## src/rtl/accel_reduce_mc.sv

```systemverilog
// Multi-channel streaming reduction engine: per-channel SUM/MAX/MIN/SUMSQ accumulators
// fed by a two-stage pipeline, with results queued in an output FIFO.
module accel_reduce_mc #(
  parameter int DW    = 32,
  parameter int AW    = 48,
  parameter int CW    = 2,
  parameter int DEPTH = 8,
  parameter int NW    = 16
) (
  input  logic                     clk,
  input  logic                     rst_n,
  input  logic                     soft_clear,
  input  logic [1:0]               cfg_mode,
  input  logic                     in_valid,
  output logic                     in_ready,
  input  logic [DW-1:0]            in_data,
  input  logic [CW-1:0]            in_chan,
  input  logic                     in_last,
  output logic                     out_valid,
  input  logic                     out_ready,
  output logic [AW-1:0]            out_data,
  output logic [CW-1:0]            out_chan,
  output logic [NW-1:0]            out_count,
  output logic                     out_sat,
  output logic [$clog2(DEPTH):0]   fifo_count
);

  localparam int NCH = 1 << CW;
  localparam int PW  = 2 * DW;
  localparam int SW  = (PW > AW) ? PW : AW;
  localparam int FAW = $clog2(DEPTH);
  localparam logic [AW-1:0]  ACC_MAX = '1;
  localparam logic [FAW+1:0] DEPTH_W = (FAW + 2)'(DEPTH);

  typedef enum logic [1:0] {
    MODE_SUM   = 2'd0,
    MODE_MAX   = 2'd1,
    MODE_MIN   = 2'd2,
    MODE_SUMSQ = 2'd3
  } mode_e;

  typedef struct packed {
    logic [CW-1:0] chan;
    logic [AW-1:0] data;
    logic [NW-1:0] count;
    logic          sat;
  } entry_t;

  logic          s1_valid_q, s1_last_q;
  logic [CW-1:0] s1_chan_q;
  mode_e         s1_mode_q;
  logic [DW-1:0] s1_data_q;
  logic [PW-1:0] s1_sq_q;

  logic [AW-1:0] acc_q    [NCH];
  logic [NW-1:0] cnt_q    [NCH];
  logic          sat_q    [NCH];
  mode_e         mode_q   [NCH];
  logic          active_q [NCH];

  entry_t        mem_q [DEPTH];
  logic [FAW-1:0] wr_ptr_q, rd_ptr_q;
  logic [FAW:0]   count_q;

  logic          accept, push, pop;
  logic [FAW+1:0] occupancy;

  // Reserve a FIFO slot for a last beat still sitting in S1 so nothing can be dropped.
  assign occupancy = {1'b0, count_q} + {{(FAW + 1){1'b0}}, s1_valid_q & s1_last_q};
  assign in_ready  = rst_n && !soft_clear && (occupancy < DEPTH_W);
  assign accept    = in_valid && in_ready;

  // The square is always formed, since an active SUMSQ burst needs it even when
  // cfg_mode has since moved on.
  // NOTE: sequential state uses non-blocking assignments so every register samples
  // pre-edge values; blocking here would create order-dependent simulation races.
  always_ff @(posedge clk or negedge rst_n) begin
    if (!rst_n) begin
      s1_valid_q <= 1'b0;
      s1_last_q  <= 1'b0;
      s1_chan_q  <= '0;
      s1_mode_q  <= MODE_SUM;
      s1_data_q  <= '0;
      s1_sq_q    <= '0;
    end else if (soft_clear) begin
      s1_valid_q <= 1'b0;
      s1_last_q  <= 1'b0;
      s1_chan_q  <= '0;
      s1_mode_q  <= MODE_SUM;
      s1_data_q  <= '0;
      s1_sq_q    <= '0;
    end else begin
      s1_valid_q <= accept;
      if (accept) begin
        s1_last_q <= in_last;
        s1_chan_q <= in_chan;
        s1_mode_q <= mode_e'(cfg_mode);
        s1_data_q <= in_data;
        s1_sq_q   <= PW'(in_data) * PW'(in_data);
      end
    end
  end

  logic          s2_active;
  mode_e         s2_mode;
  logic [SW-1:0] sq_w;
  logic [AW-1:0] op, acc_cur, nxt_acc;
  logic [AW:0]   sum_w;
  logic [NW-1:0] cnt_cur, nxt_cnt;
  logic          op_sat, sat_cur, nxt_sat;

  // NOTE: every combinational output gets a default before any branch so no path
  // leaves it unassigned, which would otherwise infer a latch.
  always_comb begin
    s2_active = active_q[s1_chan_q];
    s2_mode   = s2_active ? mode_q[s1_chan_q] : s1_mode_q;
    acc_cur   = acc_q[s1_chan_q];
    cnt_cur   = cnt_q[s1_chan_q];
    sat_cur   = sat_q[s1_chan_q];
    sq_w      = SW'(s1_sq_q);
    op        = AW'(s1_data_q);
    op_sat    = 1'b0;
    if (s2_mode == MODE_SUMSQ) begin
      if (sq_w > SW'(ACC_MAX)) begin
        op     = ACC_MAX;
        op_sat = 1'b1;
      end else begin
        op = sq_w[AW-1:0];
      end
    end
    sum_w   = {1'b0, acc_cur} + {1'b0, op};
    nxt_acc = op;
    nxt_cnt = NW'(1);
    nxt_sat = op_sat;
    if (s2_active) begin
      nxt_sat = sat_cur | op_sat | (&cnt_cur);
      nxt_cnt = (&cnt_cur) ? cnt_cur : cnt_cur + NW'(1);
      unique case (s2_mode)
        MODE_MAX: nxt_acc = (op > acc_cur) ? op : acc_cur;
        MODE_MIN: nxt_acc = (op < acc_cur) ? op : acc_cur;
        default: begin
          nxt_acc = sum_w[AW] ? ACC_MAX : sum_w[AW-1:0];
          nxt_sat = nxt_sat | sum_w[AW];
        end
      endcase
    end
  end

  // NOTE: the per-channel arrays and FIFO storage are small flop arrays, not RAM
  // macros, so clearing them on reset is cheap and makes out_* deterministic.
  always_ff @(posedge clk or negedge rst_n) begin
    if (!rst_n) begin
      for (int i = 0; i < NCH; i++) begin
        acc_q[i] <= '0; cnt_q[i] <= '0; sat_q[i] <= 1'b0;
        mode_q[i] <= MODE_SUM; active_q[i] <= 1'b0;
      end
    end else if (soft_clear) begin
      for (int i = 0; i < NCH; i++) begin
        acc_q[i] <= '0; cnt_q[i] <= '0; sat_q[i] <= 1'b0;
        mode_q[i] <= MODE_SUM; active_q[i] <= 1'b0;
      end
    end else if (s1_valid_q) begin
      acc_q[s1_chan_q]    <= nxt_acc;
      cnt_q[s1_chan_q]    <= nxt_cnt;
      sat_q[s1_chan_q]    <= nxt_sat;
      mode_q[s1_chan_q]   <= s2_mode;
      active_q[s1_chan_q] <= !s1_last_q;
    end
  end

  assign push = s1_valid_q && s1_last_q;
  assign pop  = out_valid && out_ready;

  always_ff @(posedge clk or negedge rst_n) begin
    if (!rst_n) begin
      for (int i = 0; i < DEPTH; i++) mem_q[i] <= '0;
      wr_ptr_q <= '0;
      rd_ptr_q <= '0;
      count_q  <= '0;
    end else if (soft_clear) begin
      for (int i = 0; i < DEPTH; i++) mem_q[i] <= '0;
      wr_ptr_q <= '0;
      rd_ptr_q <= '0;
      count_q  <= '0;
    end else begin
      if (push) begin
        mem_q[wr_ptr_q] <= '{chan: s1_chan_q, data: nxt_acc, count: nxt_cnt, sat: nxt_sat};
        wr_ptr_q        <= wr_ptr_q + FAW'(1);
      end
      if (pop) rd_ptr_q <= rd_ptr_q + FAW'(1);
      unique case ({push, pop})
        2'b10:   count_q <= count_q + (FAW + 1)'(1);
        2'b01:   count_q <= count_q - (FAW + 1)'(1);
        default: count_q <= count_q;
      endcase
    end
  end

  assign out_valid  = (count_q != '0);
  assign out_data   = mem_q[rd_ptr_q].data;
  assign out_chan   = mem_q[rd_ptr_q].chan;
  assign out_count  = mem_q[rd_ptr_q].count;
  assign out_sat    = mem_q[rd_ptr_q].sat;
  assign fifo_count = count_q;

endmodule
```

## config.mk

```make
export PLATFORM = sky130hd
export DESIGN_NAME = accel_reduce_mc
export DESIGN_NICKNAME = d
export VERILOG_FILES = /design/src/rtl/accel_reduce_mc.sv
export SDC_FILE = /design/constraint.sdc
export NUM_CORES = 2
export LEC_CHECK = 0
export ABC_CLOCK_PERIOD_IN_PS = 19200
export CORE_ASPECT_RATIO = 0.5
export CORE_MARGIN = 4
export CORE_UTILIZATION = 50
export CTS_BUF_LIST = sky130_fd_sc_hd__clkbuf_4
export CTS_CLUSTER_SIZE = 14
export DETAILED_ROUTE_END_ITERATION = 8
export PLACE_DENSITY = 0.68
export SLEW_MARGIN = 20
export SYNTH_ARGS = -nofsm -noshare
export SYNTH_HDL_FRONTEND = slang
export SYNTH_SLANG_ARGS = --single-unit
```

## constraint.sdc

```tcl
create_clock -name clk -period 19.2 [get_ports clk]
set_input_delay 5.76 -clock clk [delete_from_list [all_inputs] [get_ports clk]]
set_output_delay 5.76 -clock clk [all_outputs]
set_load 0.01 [all_outputs]
```

==> summary.md <==
| Metric | Value |
|---|---|
| Status | `complete, no violations` |
| Synth async-reset ratio | `100%` |
| CP startpoint kind | `input port` |
| Die H | `286 um` |
| Vias | `59.0k` |
| Maxcap violations | `0` |
| Worst-Skew Late Latency | `1.25 ns` |
| Design area | `82800 um^2` |
| Min-Delay Path Depth | `2` |
| Initial core utilization | `50.5%` |
| Sequential share of the synthesized area | `29.8%` |
| Post-synthesis xor/xnor area fraction | `1.75%` |
| Setup TNS | `0 ns` |
| Crit Path Category | `in -> reg` |
| CTS tree | `yes` |
| Remaining Overflow, GRT | `0` |
| Post-CTS Setup Repair Bufs | `0` |
| Worst-Margin Slew | `1.19 ns` |
| Port Buffers | `114` |
| Required time of the critical path | `20.21 ns` |
| Synthesized area | `77000 um^2` |
| Area Growth Syn to Fin | `7.48%` |
| Width of the chip | `563 um` |
| CTS Buf Count | `219` |
| Simple-gate share of the synthesized area | `11.3%` |
| Final Hold Fails | `0` |
| Worst Min Path Start | `acc_q[64]` |
| CP endpoint kind | `flip-flop` |
| Cells on worst reg2reg path | `21` |
| Warning count from the yosys run | `0` |
| Largest family of logic cells by synthesized area | `adder cells` |
| FF+latch count, synth | `918` |
| Root Buffer | `clkbuf_4` |
| Adder-Cell Fraction of Synth Area | `27.2%` |
| Initial DRT Pass Iterations | `6` |
| R2R setup slack | `10.27 ns` |
| Core box area | `152000 um^2` |
| Compound-Gate Fraction of Synth Area | `14.6%` |
| Worst-path clk slew | `0.08 ns` |
| Die Area | `161000 um^2` |
| Final wirelength | `236 mm` |
| EDFF count, synth | `0` |
| Fillers | `13.6k` |
| CP Max Fanout | `27` |
| Synthesized Nets | `8907` |
| Final #Nets | `8839` |
| WL per Instance | `24.0 um` |
| I/O Pins | `115` |
| Distinct cells, synth | `97` |
| Residual DRC | `0` |
| Tcrit/Tclk final | `70.0%` |
| H-tree depth | `4` |
| Register area | `23000 um^2` |
| Multi-input gate area | `48100 um^2` |
| Reg2reg start | `s1_chan_q[1]` |
| Layout cell share with drive strength beyond 1 | `11.6%` |
| Worst r2r dst | `mem_q[24]` |
| GP Congestion | `0.988` |
| Pin count of the biggest net entering global routing | `152` |
| CP arrival | `14.44 ns` |
| Rows | `101` |
| Final core utilization | `54.3%` |
| Multiplexer area fraction after synthesis | `7.30%` |
| Setup slack after placement | `4.71 ns` |
| First-pass GRT wire length | `368 mm` |
| Max frequency | `74.4 MHz` |
| Max Slew Vio Count | `0` |
| Worst min path class | `reg -> reg` |
| Post-synthesis cell count | `7666` |
| Clock Skews | `0.120 ns` |
| Clock Path Buffers | `3` |
| Worst rel slew slack | `20.0%` |
| Post-CTS resize count | `0` |
| Antenna violation net count after detailed routing | `0` |
| Final setup margin | `5.77 ns` |
| Number of global-route vias before repair | `61.2k` |
| Initial drt markers | `5311` |
| Initial antenna violation count | `7` |
| Fin crit period | `13.43 ns` |
| Hold endpoint | `acc_q[64]` |
| Post-CTS Hold Buffers | `0` |
| Avg Inst Size Synth | `10.0 um^2` |
| Hpwl dp | `159 mm` |
| DR vias/cell | `5.99` |
| Final setup vio count | `0` |
| CTS Sinks | `918` |
| Most used DFF post-synth | `dfrtp_1` |
| Placed inst area | `79800 um^2` |
| RSZ-0062 raised after global routing | `no` |
| Total GRT Usage | `29.6%` |
-- placed cells by master, fill, tap and decap left out, drive strengths merged, types with 25 or more instances in the layout --
master and n:
o211ai 34, nand2 748, nor2 269, and3 133, mux4 200, nand2b 25, a22o 316, a21oi 344
and2 241, xnor2 88, dfrtp 918, nor3 65, xor2 66, inv 1070, a211oi 34, clkdlybuf4s50 110
nor2b 36, clkbuf 316, fa 794, o21ai 490, mux2 77, ha 405, buf 136, a31o 33
clkinv 71, a31oi 29, nand3 221, mux2i 25, o21a 50, a21o 154
-- logic make-up (layout without fill, tap and decap cells) --
logic type	after synthesis	in the layout
other	0	11
buffers and inverters	1602	1708
AOI/OAI and AO/OA	1660	1660
xor gates and xnor gates	154	154
adders and majority gates	1199	1199
muxes	302	302
DFF	918	918
and+or+nand+nor	1831	1831
-- Yosys cell counts, drive strengths merged, types with 36 or more instances --
cell type  count  area (um^2)
nand3        221         1110
a22o         316         2770
o21a          50          375
o21ai        490         2490
ha           405         5070
xnor2         88          771
fa           794        15900
xor2          66          578
and3         133          832
and2         241         1510
clkbuf       441         1660
a21oi        344         1740
buf           95          514
a21o         154         1160
mux2          77          867
dfrtp        918        23000
nor2         269         1020
nor2b         36          225
nor3          65          337
inv         1063         3990
nand2        748         2810
mux4         200         4500
-- stage by stage --
step | hold WS (ns) | std cells
final | 0.478 | 9843
after global routing | 0.494 | 9839
after CTS | 0.477 | 9830
after detailed placement | 0.462 | 9435
after global placement | 0.456 | 9434
after floorplan | 0.444 | 7666
-- worst max-delay path, cell delays in order --
cell             delay [ns]
clkdlybuf4s50_1        0.45
buf_4                  0.39
clkinv_1               0.44
nor2_1                 0.35
fa_1                   0.47
fa_1                   0.55
inv_1                  0.05
fa_1                   0.50
fa_1                   0.51
inv_1                  0.05
fa_1                   0.55
fa_1                   0.43
fa_1                   0.51
fa_1                   0.41
ha_1                   0.38
a21oi_1                0.20
o21ai_0                0.16
a31oi_1                0.24
a21boi_0               0.23
o211ai_1               0.29
a21oi_1                0.14
o41ai_1                0.76
a21boi_0               0.25
mux2i_1                0.20
o311ai_0               0.13
-- cell type report --
type / instances / share of cell area [%]
Tap cell: 2060 / 3.11
Clock buffer: 315 / 2.86
Clock inverter: 80 / 0.620
Multi-Input combinational cell: 5146 / 58.1
Antenna cell: 11 / 0.0333
Timing Repair Buffer: 247 / 2.61
Inverter: 1066 / 4.84
Sequential cell: 918 / 27.8
-- registers in the layout, summed over array words and instances, names as in the netlist --
name,cells
acc_q,192
mode_q,8
wr_ptr_q,3
rd_ptr_q,3
s1_data_q,32
s1_sq_q,62
fifo_count,4
cnt_q,64
mem_q,536
s1_mode_q,2
s1_last_q,1
active_q,4
sat_q,4
s1_chan_q,2
s1_valid_q,1
-- worst max-delay path by stage --
stage	start	end	slack, ns	cells past startpoint
after CTS	rst_n	in_ready	5.88	3
final	in_data[16]	s1_sq_q[58]	5.77	25
after detailed placement	in_data[7]	s1_sq_q[58]	4.71	25
after global routing	in_data[16]	s1_sq_q[58]	5.23	25
after floorplan	in_data[26]	s1_sq_q[58]	6.12	28
after global placement	in_data[7]	s1_sq_q[58]	4.84	25
-- metal layers --
layer  share of wire (%)  vias to the layer above  track usage, %
li1                    -                    25600               -
met1                  43                    30300            42.5
met2                  45                     2659            45.5
met3                 9.2                      420            6.07
met4                 2.8                        4            8.66
met5               0.011                        -               0
Power is left out: the tool's default activity adds up to more than one toggle a clock period on the data nets, which glitch-free logic cannot reach.
